==> config.mk <==
export PLATFORM = sky130hd
export DESIGN_NAME = updown_count_sched
export DESIGN_NICKNAME = d
export VERILOG_FILES = /design/src/rtl/updown_count_sched.sv
export SDC_FILE = /design/constraint.sdc
export NUM_CORES = 1
export LEC_CHECK = 0
export CAP_MARGIN = 20
export CORE_MARGIN = 8
export CORE_UTILIZATION = 48
export DETAILED_ROUTE_END_ITERATION = 8
export PLACE_DENSITY = 0.76
export SLEW_MARGIN = 10
export SYNTH_ARGS = -nofsm -noshare
export SYNTH_HDL_FRONTEND = slang
export SYNTH_SLANG_ARGS = --single-unit
==> constraint.sdc <==
create_clock -name clk -period 2 [get_ports clk]
set_clock_uncertainty 0.05 [all_clocks]
set_input_delay 0.4 -clock clk [delete_from_list [all_inputs] [get_ports clk]]
set_output_delay 0.4 -clock clk [all_outputs]
set_load 0.02 [all_outputs]
==> src/rtl/updown_count_sched.sv <==
`default_nettype none
// ============================================================================
// Module      : updown_count_sched
// Description : Controller and two-port round-robin arbiter for a shared
//               WIDTH-bit synchronous up/down counter. A granted run first
//               initialises the counter (clear for up runs, preset to all ones
//               for down runs) and then enables it for exactly the requested
//               number of steps. The final count is compared against the
//               expected value and a one-cycle done pulse goes to the winner.
// Revision    : 1.0 - initial release
// ----------------------------------------------------------------------------
// Ports
//   clk        in   1      clock, rising edge
//   reset      in   1      asynchronous, active-low reset
//   req        in   2      level run requests, bit i from requester i
//   req_dir    in   2      per-requester direction, 1 = up, 0 = down
//   req_len0   in   WIDTH  step count for requester 0
//   req_len1   in   WIDTH  step count for requester 1
//   gnt        out  2      one-hot grant, SETUP through DONE
//   done       out  2      one-cycle completion pulse to the winner
//   busy       out  1      high whenever not IDLE
//   mismatch   out  1      sticky final-count error flag
//   cnt_clr    out  1      counter synchronous clear
//   cnt_load   out  1      counter synchronous preset (all ones)
//   cnt_mode   out  1      counter direction, 1 = up
//   cnt_en     out  1      counter step enable
//   cnt_value  in   WIDTH  counter output, fed back
// ============================================================================
module updown_count_sched #(
    parameter int WIDTH = 5
) (
    input  logic             clk,
    input  logic             reset,
    input  logic [1:0]       req,
    input  logic [1:0]       req_dir,
    input  logic [WIDTH-1:0] req_len0,
    input  logic [WIDTH-1:0] req_len1,
    output logic [1:0]       gnt,
    output logic [1:0]       done,
    output logic             busy,
    output logic             mismatch,
    output logic             cnt_clr,
    output logic             cnt_load,
    output logic             cnt_mode,
    output logic             cnt_en,
    input  logic [WIDTH-1:0] cnt_value
);

    typedef enum logic [1:0] {
        S_IDLE  = 2'd0,
        S_SETUP = 2'd1,
        S_RUN   = 2'd2,
        S_DONE  = 2'd3
    } state_t;

    state_t           state_q, state_d;
    logic             win_q, win_d;         // index of the granted requester
    logic             dir_q, dir_d;         // latched direction of the run
    logic [WIDTH-1:0] steps_q, steps_d;     // steps still to be enabled
    logic [WIDTH-1:0] exp_q, exp_d;         // count expected at DONE
    logic             last_q, last_d;       // requester served most recently
    logic             mismatch_q, mismatch_d;

    logic             pick;                 // arbitration result in IDLE
    logic [1:0]       win_onehot;

    // ------------------------------------------------------------------------
    // Round-robin pick. The "last served" pointer resets to requester 1 so
    // that the very first contention after reset goes to requester 0.
    // ------------------------------------------------------------------------
    always_comb begin
        pick = 1'b0;
        unique case (req)
            2'b01:   pick = 1'b0;
            2'b10:   pick = 1'b1;
            2'b11:   pick = ~last_q;
            default: pick = 1'b0;
        endcase
    end

    assign win_onehot = win_q ? 2'b10 : 2'b01;

    // ------------------------------------------------------------------------
    // State and datapath registers
    // ------------------------------------------------------------------------
    always_ff @(posedge clk or negedge reset) begin
        if (!reset) begin
            state_q    <= S_IDLE;
            win_q      <= 1'b0;
            dir_q      <= 1'b0;
            steps_q    <= '0;
            exp_q      <= '0;
            last_q     <= 1'b1;
            mismatch_q <= 1'b0;
        end else begin
            state_q    <= state_d;
            win_q      <= win_d;
            dir_q      <= dir_d;
            steps_q    <= steps_d;
            exp_q      <= exp_d;
            last_q     <= last_d;
            mismatch_q <= mismatch_d;
        end
    end

    // ------------------------------------------------------------------------
    // Next-state logic
    // ------------------------------------------------------------------------
    always_comb begin
        state_d    = state_q;
        win_d      = win_q;
        dir_d      = dir_q;
        steps_d    = steps_q;
        exp_d      = exp_q;
        last_d     = last_q;
        mismatch_d = mismatch_q;

        unique case (state_q)
            S_IDLE: begin
                if (req != 2'b00) begin
                    // Winner's direction and length are captured here and
                    // held for the whole run, whatever the requester does.
                    win_d   = pick;
                    dir_d   = req_dir[pick];
                    steps_d = pick ? req_len1 : req_len0;
                    state_d = S_SETUP;
                end
            end

            S_SETUP: begin
                // Up runs start from 0 and end at len; down runs start from
                // all ones and end at (all ones - len), which is ~len.
                exp_d   = dir_q ? steps_q : ~steps_q;
                state_d = (steps_q != '0) ? S_RUN : S_DONE;
            end

            S_RUN: begin
                steps_d = steps_q - WIDTH'(1);
                if (steps_q == WIDTH'(1)) begin
                    state_d = S_DONE;
                end
            end

            S_DONE: begin
                if (cnt_value != exp_q) begin
                    mismatch_d = 1'b1;
                end
                last_d  = win_q;
                state_d = S_IDLE;
            end

            default: begin
                state_d = S_IDLE;
            end
        endcase
    end

    // ------------------------------------------------------------------------
    // Outputs are decoded from the registered state, so an asynchronous
    // reset drives every one of them to 0 immediately.
    // ------------------------------------------------------------------------
    always_comb begin
        gnt      = 2'b00;
        done     = 2'b00;
        busy     = 1'b0;
        cnt_clr  = 1'b0;
        cnt_load = 1'b0;
        cnt_mode = 1'b0;
        cnt_en   = 1'b0;

        unique case (state_q)
            S_IDLE: begin
            end
            S_SETUP: begin
                gnt      = win_onehot;
                busy     = 1'b1;
                cnt_mode = dir_q;
                cnt_clr  = dir_q;
                cnt_load = ~dir_q;
            end
            S_RUN: begin
                gnt      = win_onehot;
                busy     = 1'b1;
                cnt_mode = dir_q;
                cnt_en   = 1'b1;
            end
            S_DONE: begin
                gnt      = win_onehot;
                busy     = 1'b1;
                cnt_mode = dir_q;
                done     = win_onehot;
            end
            default: begin
            end
        endcase
    end

    assign mismatch = mismatch_q;

endmodule
`default_nettype wire

==> results.yml <==
cts:
  clk_latency_ns: 0.29
  cts_max_path_buffers: 2
  cts.sinks: 16
  cts_made_buffers: 3
  htreeDepth: 1
  cts_tree: "yes"
  clk_pin_slew_ns: 0.10
  cts_hold_buffers: 0
  clockRootBuffer: "clkbuf_4"
layout:
  seq_area_sq_um: 402
  fillers: 185
  fin_nets: 180
  antenna_cells: 0
  fin_area_sq_um: 1550
  multi_input_area_sq_um: 703
  utilization_pct: 68.7
  drive_above_1_share_pct: 20.7
  syn_to_final_growth_pct: 34.1
timing:
  maxSlewViolCount: 0
  finalCritPeriodShare_pct: 97.1
  fmax_mhz: 515
  setup_viol: 0
  worst_pin_slew_ns: 0.367
  setup_ws_ns: 0.0570
  period_minus_slack_ns: 1.94
  tns_ns: 0
  hold_viol_final: 0
  rsz0062_at_grt: "yes"
  whs_ns: 0.368
  slew_headroom_pct: 75.5
placement:
  io_buffer_count: 30
  placed_cell_area_sq_um: 1520
  place_congestion: 0.894
  hpwl_microns: 2270
  dpl_worst_slack_ns: 0.0275
power_and_ir_drop:
  pwr-share-comb_pct: 60.2
  p_int_uw: 1290
  cellPowerDensity_nw_per_um2: 1490
  pwr-share-seq_pct: 30.6
  switching_share_pct: 44.0
  p_switching_uw: 1010
  ir_drop_mv: 0.906
  p_leak_uw: 0.000653
  pwr-share-clk_pct: 9.2
detailed_routing:
  firstDrtPassIters: 4
  viasPerCell: 5.57
  initialDrtViolationCount: 18
  drc: 0
  wire_per_inst_microns: 16.9
  detail-route-antenna-nets: 0
  vias: 991
  drt_wl_total_microns: 3020
floorplan:
  start_util_pct: 51.2
  rows: 17
  die_h_microns: 65.1
  core_area_sq_um: 2250
  pin_count: 31
  die-area_sq_um: 4230
  fp.dieW_microns: 65.1
worst_hold_path:
  hold_path.class: "in -> async"
worst_setup_path:
  arrival_ns: 1.49
  crit_type: "reg -> out"
  r2r-start: "state_q[0]$_DFFE_PN0P_"
  critPathTopFamily: "buffers and inverters"
  cp_common_cell: "inv_1"
  critPathMaxFanout: 5
  slowest_stage: "dfrtp_1"
  cp_data_required_time_ns: 1.55
  crit_path_max_incr_delay_ns: 0.42
  crit_buf_inv: 3
  crit_chain: "inv_1 > ha_2 > inv_1 > dlygate4sd2_1"
  end_kind: "primary output"
  cp-start-kind: "flop"
  critPathLaunch: "state_q[0]$_DFFE_PN0P_"
run_status:
  run_status: "completed"
yosys:
  synthCells: 113
  syn_nets: 142
  synth_seq_cells: 16
  yosys_warnings: 0
  syn_area_per_cell_sq_um: 10.2
  yosysSeqAreaShare_pct: 34.8
  syn_area_sq_um: 1150
  yosysUniqueCellTypes: 44
grt:
  grt_pass1_wl_microns: 5090
  grt_pass1_vias: 1106
  grt_usage_pct: 15.0
  antenna_found_initial: 0
  grt_max_degree: 17
  grt-ovfl-total: 0
run:
  maxCapViolations: 0
-- synth_stat cells, drive strengths merged --
cell type | n | area (sq um)
a41oi | 1 | 8.76
dfrtp | 15 | 375
o311ai | 1 | 8.76
xor2 | 2 | 17.5
and2 | 2 | 12.5
nor3 | 3 | 26.3
o21ai | 3 | 15.0
nand2 | 7 | 28.8
a2bb2oi | 1 | 8.76
nor2b | 4 | 25.0
mux2i | 5 | 50.1
ha | 8 | 100
inv | 6 | 22.5
or3b | 1 | 8.76
a222oi | 1 | 10.0
o2bb2ai | 1 | 8.76
nor2 | 5 | 26.3
buf | 4 | 26.3
o2111ai | 3 | 26.3
o211ai | 1 | 7.51
dfstp | 1 | 26.3
nand3 | 2 | 10.0
or2 | 2 | 12.5
mux2 | 7 | 78.8
and3 | 1 | 6.26
a311oi | 1 | 8.76
clkbuf | 1 | 3.75
o22ai | 1 | 6.26
a21oi | 3 | 15.0
or3 | 1 | 6.26
a31oi | 3 | 18.8
a211oi | 1 | 12.5
a22o | 2 | 17.5
nand2b | 2 | 12.5
xnor2 | 8 | 70.1
nand4 | 1 | 6.26
a21boi | 2 | 30.0
-- final timing paths --
| check | to | slack [ns] | cells after the start |
|---|---|---|---|
| min reg2reg | exp_q[1]$_DFFE_PN0N_ | 0.48 | 1 |
| max reg2reg | steps_q[3]$_DFFE_PN0P_ | 0.18 | 6 |
| min | steps_q[2]$_DFFE_PN0P_ | 0.37 | 2 |
| max in group asynchronous | last_q$_DFFE_PN1N_ | 1.27 | 2 |
| min in group clk | exp_q[1]$_DFFE_PN0N_ | 0.48 | 1 |
| max | busy | 0.06 | 4 |
-- layer usage --
layer	vias up	global-route usage [%]	routed length, microns
met2	32	29.2	1610
met1	471	14.4	1130
li1	480	-	-
met3	8	5.15	200
met5	-	0	0
met4	0	4.63	83
-- kinds of logic after synthesis --
group,synth area share (%)
multiplexers,11.2
flip-flops,34.8
XOR/XNOR,7.58
buffers and inverters,4.55
AND/OR/NAND/NOR,15.7
AO/OA/AOI/OAI,17.6
adder cells (fa/ha/maj),8.67
-- what timing repair did --
| action | in CTS | in global routing |
|---|---|---|
| setup buffers | 0 | 0 |
| pin swaps | 0 | 0 |
| resized for setup | 14 | 3 |
| endpoints found under the setup margin | 9 | 6 |
-- metrics by stage --
| step | power (uW) | std cells |
|---|---|---|
| 2_1_floorplan | 1650 | 113 |
| 3_3_place_gp | 2080 | 174 |
| 3_5_place_dp | 2120 | 174 |
| 4_1_cts | 2310 | 178 |
| 5_1_grt | 2470 | 178 |
| 6_report | 2300 | 178 |
-- placed cells by master, fill, tap and decap left out, drive strengths merged, types with 6 or more instances in the layout --
cell           synthesis  layout
clkdlybuf4s50          0      21
dfrtp                 15      15
xnor2                  8       8
buf                    4       8
ha                     8       8
nand2                  7       7
mux2                   7       7
inv                    6       6
-- state kept, by name (all words and copies together), names as in the netlist --
name	count
steps_q	5
exp_q	5
state_q	2
mismatch	1
win_q	1
last_q	1
dir_q	1
-- power by group through the flow --
stage,combinational (uW),clock (uW),sequential (uW)
after CTS,1390,218,695
after floorplan,1030,0,622
after detailed placement,1420,0,701
after global routing,1510,233,722
after global placement,1380,0,694
final,1390,212,704
-- area by class of cell --
type	instances	share of cell area, %
Clock buffer	4	2.34
Timing Repair Buffer	38	22.6
Sequential cell	16	25.9
Inverter	6	1.45
Multi-Input combinational cell	86	45.4
Tap cell	28	2.26
-- worst register-to-register path, cell delays in order, from the launching register on --
cell and delay, ns:
dfrtp_1 0.42, inv_1 0.14, ha_1 0.18, buf_4 0.19
or3b_2 0.47, o2111ai_1 0.13, a31oi_1 0.09
(Power assumes the default switching activity.)
